**config.mk**
```make
export PLATFORM = sky130hd
export DESIGN_NAME = uart_tx_ctrl
export DESIGN_NICKNAME = d
export VERILOG_FILES = /design/src/rtl/uart_tx_ctrl.sv
export SDC_FILE = /design/constraint.sdc
export NUM_CORES = 1
export LEC_CHECK = 0
export CAP_MARGIN = 0
export CORE_MARGIN = 3
export CORE_UTILIZATION = 48
export DETAILED_ROUTE_END_ITERATION = 10
export GPL_TIMING_DRIVEN = 0
export PLACE_DENSITY = 0.84
export SETUP_SLACK_MARGIN = 0.2
export SLEW_MARGIN = 10
export SYNTH_ARGS = -nofsm -noshare
export SYNTH_HDL_FRONTEND = slang
export SYNTH_SLANG_ARGS = --single-unit
export TNS_END_PERCENT = 30
```
**constraint.sdc**
```tcl
create_clock -name clk -period 1.8 [get_ports clk]
set_clock_uncertainty 0.05 [all_clocks]
set_input_delay 0.36 -clock clk [delete_from_list [all_inputs] [get_ports clk]]
set_output_delay 0.36 -clock clk [all_outputs]
set_load 0.02 [all_outputs]
```
**src/rtl/uart_tx_ctrl.sv**
```systemverilog
// UART transmit controller: sequences start/data/parity/stop bit periods and strobes a PISO shift register.
// Optional parity bit is compiled in with `define UART_TX_PARITY_EN.
module uart_tx_ctrl #(
    parameter int CLKS_PER_BIT = 16,
    parameter bit PARITY_ODD   = 1'b0
) (
    input  logic       clk,
    input  logic       reset,
    input  logic [7:0] i_data,
    input  logic       i_valid,
    output logic       o_busy,
    output logic       o_done,
    output logic       sr_load,
    output logic [8:0] sr_data,
    output logic       sr_shift_en
);

    localparam int CNT_W = (CLKS_PER_BIT > 2) ? $clog2(CLKS_PER_BIT) : 1;
    // shift strobe is registered, so it is armed one count before the last one
    localparam logic [CNT_W-1:0] SHIFT_ARM = CNT_W'(CLKS_PER_BIT - 2);

`ifdef UART_TX_PARITY_EN
    typedef enum logic [2:0] {IDLE, START, DATA, PARITY, STOP} state_t;
`else
    typedef enum logic [2:0] {IDLE, START, DATA, STOP} state_t;
`endif

    state_t           state;
    logic [CNT_W-1:0] baud_cnt;
    logic [2:0]       bit_cnt;

    function automatic logic frame_bit8(input logic [7:0] d);
`ifdef UART_TX_PARITY_EN
        return (^d) ^ PARITY_ODD;
`else
        // no parity: the ninth bit is simply the idle/stop level
        return 1'b1 | ((^d) ^ PARITY_ODD);
`endif
    endfunction

    always_ff @(posedge clk) begin
        if (reset) begin
            state       <= IDLE;
            baud_cnt    <= '0;
            bit_cnt     <= '0;
            o_busy      <= 1'b0;
            o_done      <= 1'b0;
            sr_load     <= 1'b0;
            sr_shift_en <= 1'b0;
            sr_data     <= 9'h1FF;
        end else begin
            sr_load     <= 1'b0;
            o_done      <= 1'b0;
            sr_shift_en <= (state != IDLE) && (baud_cnt == SHIFT_ARM);

            if (state != IDLE) begin
                baud_cnt <= sr_shift_en ? '0 : baud_cnt + 1'b1;
            end

            case (state)
                IDLE: begin
                    if (i_valid) begin
                        sr_data  <= {frame_bit8(i_data), i_data};
                        sr_load  <= 1'b1;
                        o_busy   <= 1'b1;
                        baud_cnt <= '0;
                        bit_cnt  <= '0;
                        state    <= START;
                    end
                end
                START: begin
                    if (sr_shift_en) state <= DATA;
                end
                DATA: begin
                    if (sr_shift_en) begin
                        bit_cnt <= bit_cnt + 1'b1;
                        if (bit_cnt == 3'd7) begin
`ifdef UART_TX_PARITY_EN
                            state <= PARITY;
`else
                            state <= STOP;
`endif
                        end
                    end
                end
`ifdef UART_TX_PARITY_EN
                PARITY: begin
                    if (sr_shift_en) state <= STOP;
                end
`endif
                STOP: begin
                    if (sr_shift_en) begin
                        state  <= IDLE;
                        o_busy <= 1'b0;
                        o_done <= 1'b1;
                    end
                end
                default: state <= IDLE;
            endcase
        end
    end

endmodule

```
==> results.toml, run 1 <==
[status]
status = "finished clean"

[global_route]
grt_max_degree = 13
overflow = 0
grt_antenna_before_repair = 0
grt_pass1_wl_um = 3940
grt_pass1_vias = 876
grt.total_usage_pct = 20.1

[yosys]
ys_ff_latch = 21
synthDistinctLibCells = 34
synthCells = 106
yosysWarningCount = 0
syn_avg_cell_area_um2 = 9.42
syn-num-nets = 125
netlist_area_um2 = 998
ys_seq_area_share_pct = 42.1

[floorplan]
pin_count = 24
rows = 15
die_h_um = 51.6
initial_core_util_pct = 54.3
core_um2 = 1840
die_area_um2 = 2660
die_w_um = 51.6

[placed_design]
hpwl_um = 1550
place_ws_ns = 0.0264
io_buffers = 22
place_area_um2 = 1250
gp_congestion = 0.770

[pwr]
p_clk_share_pct = 14.4
p_sw_share_pct = 39.2
p_sw_mw = 0.651
power_density_nw_per_um2 = 1290
peakVddDrop_mv = 0.747
p_comb_share_pct = 47.7
power.leakage_nw = 0.575
p_int_mw = 1.01
power_frac_seq_pct = 37.9

[worst_setup_path]
crit_path_start_kind = "flip-flop"
worstSetupPathType = "flip-flop to output pin"
cp_slowest_cell = "clkdlybuf4s50_1"
r2r_slack_ns = 0.25
cp.required_ns = 1.39
arrival_ns = 1.27
cp_top_family = "buffers and inverters"
crit_buf_inv = 1
critPathMaxFanout = 2
r2r-start = "state[0]"
critPathMaxStageDelay_ns = 0.61
reg2reg_to = "sr_data[1]"
worstSetupPathDepth = 1
critPathCaptureType = "output pin"
cp_cell_sequence = "clkdlybuf4s50_1"
ff2ff_path_depth = 6

[timing]
fmax_ghz = 0.594
fin_ws_ns = 0.118
fin_crit_sh_pct = 93.5
final_hold_viol_count = 0
rsz0062_at_grt = "true"
min_period_ns = 1.68
slew_viol_final = 0
whs_ns = 0.429
fin_setup_tns_ns = 0
finalSetupViolCount = 0

[final_layout]
layout-drive-gt1-share_pct = 11.4
area_growth_pct = 28.9
finish.utilization_pct = 70.0
final_common_cell = "dfxtp_1"
final_cell_mix = "dfxtp_1, clkdlybuf4s50_1, nor2_1"
multiInputGateArea_um2 = 508
fillerInstances = 149
n_antenna_cell = 0
nNetsFinal = 152
ff_latch_area_um2 = 422
design_area_um2 = 1290

[route]
drtIter0Drc = 9
wl_um = 2280
ant_nets = 0
wl_per_cell_um = 14.5
via_per_inst = 5.37
route.vias.total = 843
drc_errors = 0
firstDrtPassIters = 4

[hold_path]
min_to = "sr_data[3]"
min_path_cells = 1
min_path_type = "flip-flop to flip-flop"
hp-start = "sr_data[3]"

[run]
max_cap_violations = 0

[clock_tree]
cts_tree = "built"
ctsResizeCount = 3
clkTransAtPathRegs_ns = 0.12
cts_setup_buffers = 0
cts_hold_buf = 0
clock-sinks = 21
cts_root_buffer = "clkbuf_4"
clock_path_buffers = 2
cts_buffers = 3
cts_max_level = 1
clock_latency_ns = 0.31
==> per-stage QoR <==
stage | power, mW | cells
after global placement | 1.39 | 153
after global routing | 1.77 | 157
after CTS | 1.66 | 157
after floorplan | 1.18 | 106
final | 1.66 | 157
after detailed placement | 1.44 | 153
==> cell usage after synthesis <==
cell	number	share of area [%]
nor3_1	2	1.0
inv_1	6	2.3
nor3b_1	1	0.75
nor2_1	11	4.1
a21oi_1	3	1.5
mux2i_1	1	1.0
conb_1	1	0.38
nand2b_1	1	0.63
nand3b_1	1	0.75
clkbuf_1	2	0.75
buf_4	1	0.75
a22oi_1	4	3.0
o21ai_1	1	0.50
buf_6	2	2.3
nor3_2	1	1.0
o211ai_1	1	0.75
nand2_2	1	0.63
and3_1	8	5.0
buf_2	2	1.0
nand3_1	1	0.50
nor3b_2	1	1.3
o21ai_0	1	0.50
ha_1	8	10
a211oi_1	1	0.75
xor2_1	1	0.88
a211o_1	8	7.0
and2b_4	1	1.0
o22ai_1	2	1.3
o221ai_2	1	1.5
nand2_1	7	2.6
dfxtp_1	21	42
o32a_1	1	1.0
nor2b_1	1	0.63
xnor2_1	1	0.88
==> registers in the layout (all words and copies together) (netlist names) <==
| name | cells |
|---|---|
| sr_load | 1 |
| bit_cnt | 3 |
| o_done | 1 |
| o_busy | 1 |
| sr_shift_en | 1 |
| sr_data | 8 |
| baud_cnt | 4 |
| state | 2 |
==> logic make-up after synthesis <==
kind of cell	after synthesis	synth area share [%]
adder cells (fa/ha/maj)	8	10.0
flip-flops	21	42.1
other	1	0.376
XOR/XNOR	2	1.75
buffers and inverters	13	7.02
AND/OR/NAND/NOR	37	19.9
multiplexers	1	1.00
AO/OA/AOI/OAI	23	17.8
==> area by class of cell <==
cell class,instances,share of cell area [%]
multi-input cells,72,39.5
flip-flops and latches,21,32.8
repair buffers,22,17.8
plain buffers,7,3.69
well taps,25,2.43
clock buffers,3,1.75
inverters,6,1.75
clock inverters,1,0.389
==> power groups by stage <==
| stage | sequential [mW] | clock [mW] | combinational [mW] |
|---|---|---|---|
| 4_1_cts | 0.630 | 0.239 | 0.795 |
| 2_1_floorplan | 0.701 | 0 | 0.474 |
| 3_5_place_dp | 0.637 | 0 | 0.799 |
| 3_3_place_gp | 0.631 | 0 | 0.763 |
| 6_report | 0.630 | 0.239 | 0.793 |
| 5_1_grt | 0.644 | 0.260 | 0.865 |
==> metal layers <==
metal	part of all wire (%)	track usage (%)
met1	44	23.6
met2	46	32.4
met3	6.9	5.16
met4	3.5	12.2
met5	0	0
==> how the worst max path moves through the flow <==
stage               slack [ns]         end  startpoint
floorplan                 0.39  sr_data[6]    state[0]
global placement          0.06  sr_data[4]     i_valid
detailed placement        0.03  sr_data[0]     i_valid
CTS                       0.09  sr_data[0]  sr_data[0]
global route              0.07  sr_data[4]  sr_data[4]
finish                    0.12  sr_data[5]  sr_data[5]
(Power assumes the default switching activity.)
==> run 2: changes to the inputs <==
ABC_CLOCK_PERIOD_IN_PS = 1800   (was default)
REMOVE_ABC_BUFFERS = 1   (was default)
==> results.toml, run 2 (synthesis results as in run 1) <==
[clock_tree]
cts_root_buffer = "clkbuf_4"
cts_max_level = 1
clock_path_buffers = 2
cts_setup_buffers = 0
clock_latency_ns = 0.30
cts_hold_buf = 0
cts_tree = "built"
cts_buffers = 3
clkTransAtPathRegs_ns = 0.11
clock-sinks = 21

[hold_path]
min_path_type = "flip-flop to flip-flop"
min_to = "sr_data[0]"
hp-start = "sr_data[0]"
min_path_cells = 1

[worst_setup_path]
cp_slowest_cell = "clkdlybuf4s50_1"
r2r_slack_ns = 0.20
reg2reg_to = "bit_cnt[1]"
cp_top_family = "buffers and inverters"
critPathMaxFanout = 2
arrival_ns = 1.28
cp_cell_sequence = "clkdlybuf4s50_1"
critPathMaxStageDelay_ns = 0.61
critPathCaptureType = "output pin"
r2r-start = "state[0]"
crit_path_start_kind = "flip-flop"
ff2ff_path_depth = 6
crit_buf_inv = 1
worstSetupPathType = "flip-flop to output pin"
cp.required_ns = 1.39

[final_layout]
fillerInstances = 145
area_growth_pct = 24.8
largest_register_ffs = 8
reg_top3 = "sr_data (8), baud_cnt (4), bit_cnt (3)"
nNetsFinal = 145
largest-register = "sr_data"
ff_latch_area_um2 = 422
final_cell_mix = "dfxtp_1, clkdlybuf4s50_1, nor2_1"
layout-drive-gt1-share_pct = 8.00
final_common_cell = "dfxtp_1"
n_antenna_cell = 0
multiInputGateArea_um2 = 510

[floorplan]
die_h_um = 51.6
core_um2 = 1840
die_area_um2 = 2660
pin_count = 24
rows = 15
initial_core_util_pct = 54.3
die_w_um = 51.6

[pwr]
peakVddDrop_mv = 0.869
power_density_nw_per_um2 = 1250
power.leakage_nw = 0.554
power_mw = 1.56

[timing]
slew_headroom_pct = 49.4
fmax_ghz = 0.593
fin_crit_sh_pct = 93.7
finalSetupViolCount = 0
rsz0062_at_grt = "true"
fin_ws_ns = 0.114
slew_viol_final = 0
final_hold_viol_count = 0
min_period_ns = 1.69
worstMarginPinSlew_ns = 0.756

[global_route]
grt_pass1_vias = 824
grt_antenna_before_repair = 0
grt_pass1_wl_um = 3460
grt_max_degree = 22
grt.total_usage_pct = 17.3
overflow = 0

[placed_design]
place_ws_ns = -0.125
gp_congestion = 0.746
hpwl_um = 1400
io_buffers = 22

[route]
drc_errors = 0
ant_nets = 0
via_per_inst = 5.49
route.vias.total = 823
wl_per_cell_um = 13.3
drtIter0Drc = 15
firstDrtPassIters = 6
wl_um = 1990

[status]
status = "finished clean"

[run]
max_cap_violations = 0
run 2: cell count changes in the layout (fill, tap and decap cells not counted), sizes merged:
cell / change
dlygate4sd2: -2
clkinv: -1
dlymetal6s2s: +1
clkbuf: -1
buf: -5
clkdlybuf4s50: +1
run 2: how the worst max path moves through the flow:
stage	startpoint	to	slack [ns]	cells past startpoint
after global placement	i_valid	bit_cnt[2]	-0.1	5
final	sr_data[5]	sr_data[5]	0.11	1
after CTS	o_busy	o_busy	0.07	1
after detailed placement	i_valid	bit_cnt[2]	-0.13	5
after global routing	state[0]	bit_cnt[1]	0.06	6
after floorplan	state[0]	bit_cnt[1]	0.30	6
run 2: cell type report:
class	instances	share of cell area [%]
Clock buffer	4	2.11
Timing Repair Buffer	22	18.8
Inverter	6	1.81
Sequential cell	21	33.8
Tap cell	25	2.51
Multi-Input combinational cell	72	41.0
run 2: per-stage QoR:
| stage | util, % | TNS [ns] | hold WS [ns] | cell area [um2] | std cells |
|---|---|---|---|---|---|
| after floorplan | - | 0 | 0.379 | 951 | 99 |
| final | 67.8 | 0 | 0.425 | 1250 | 150 |
| after CTS | 66.9 | 0 | 0.433 | 1230 | 150 |
| after detailed placement | 65.4 | -0.282 | 0.399 | 1200 | 146 |
| after global routing | 67.8 | 0 | 0.446 | 1250 | 150 |
| after global placement | 65.4 | -0.224 | 0.391 | 1200 | 146 |
run 2: where the power goes:
part,internal [mW],switching (mW),total (mW)
clock,0.0864,0.137,0.223
combinational,0.323,0.390,0.713
sequential,0.560,0.0675,0.627
run 2: what timing repair did:
action,CTS,global route
gates resized for setup,3,6
gates cloned,0,0
endpoints found under the setup margin,27,25
pin swaps,0,0
run 2: routing by layer:
metal / part of all wire [%] / vias to the layer above / global-route usage (%)
met4: 2.8 / 0 / 9.17
met1: 42 / 371 / 19.0
met2: 47 / 37 / 29.7
li1: - / 407 / -
met3: 7.9 / 8 / 5.44
met5: 0 / - / 0
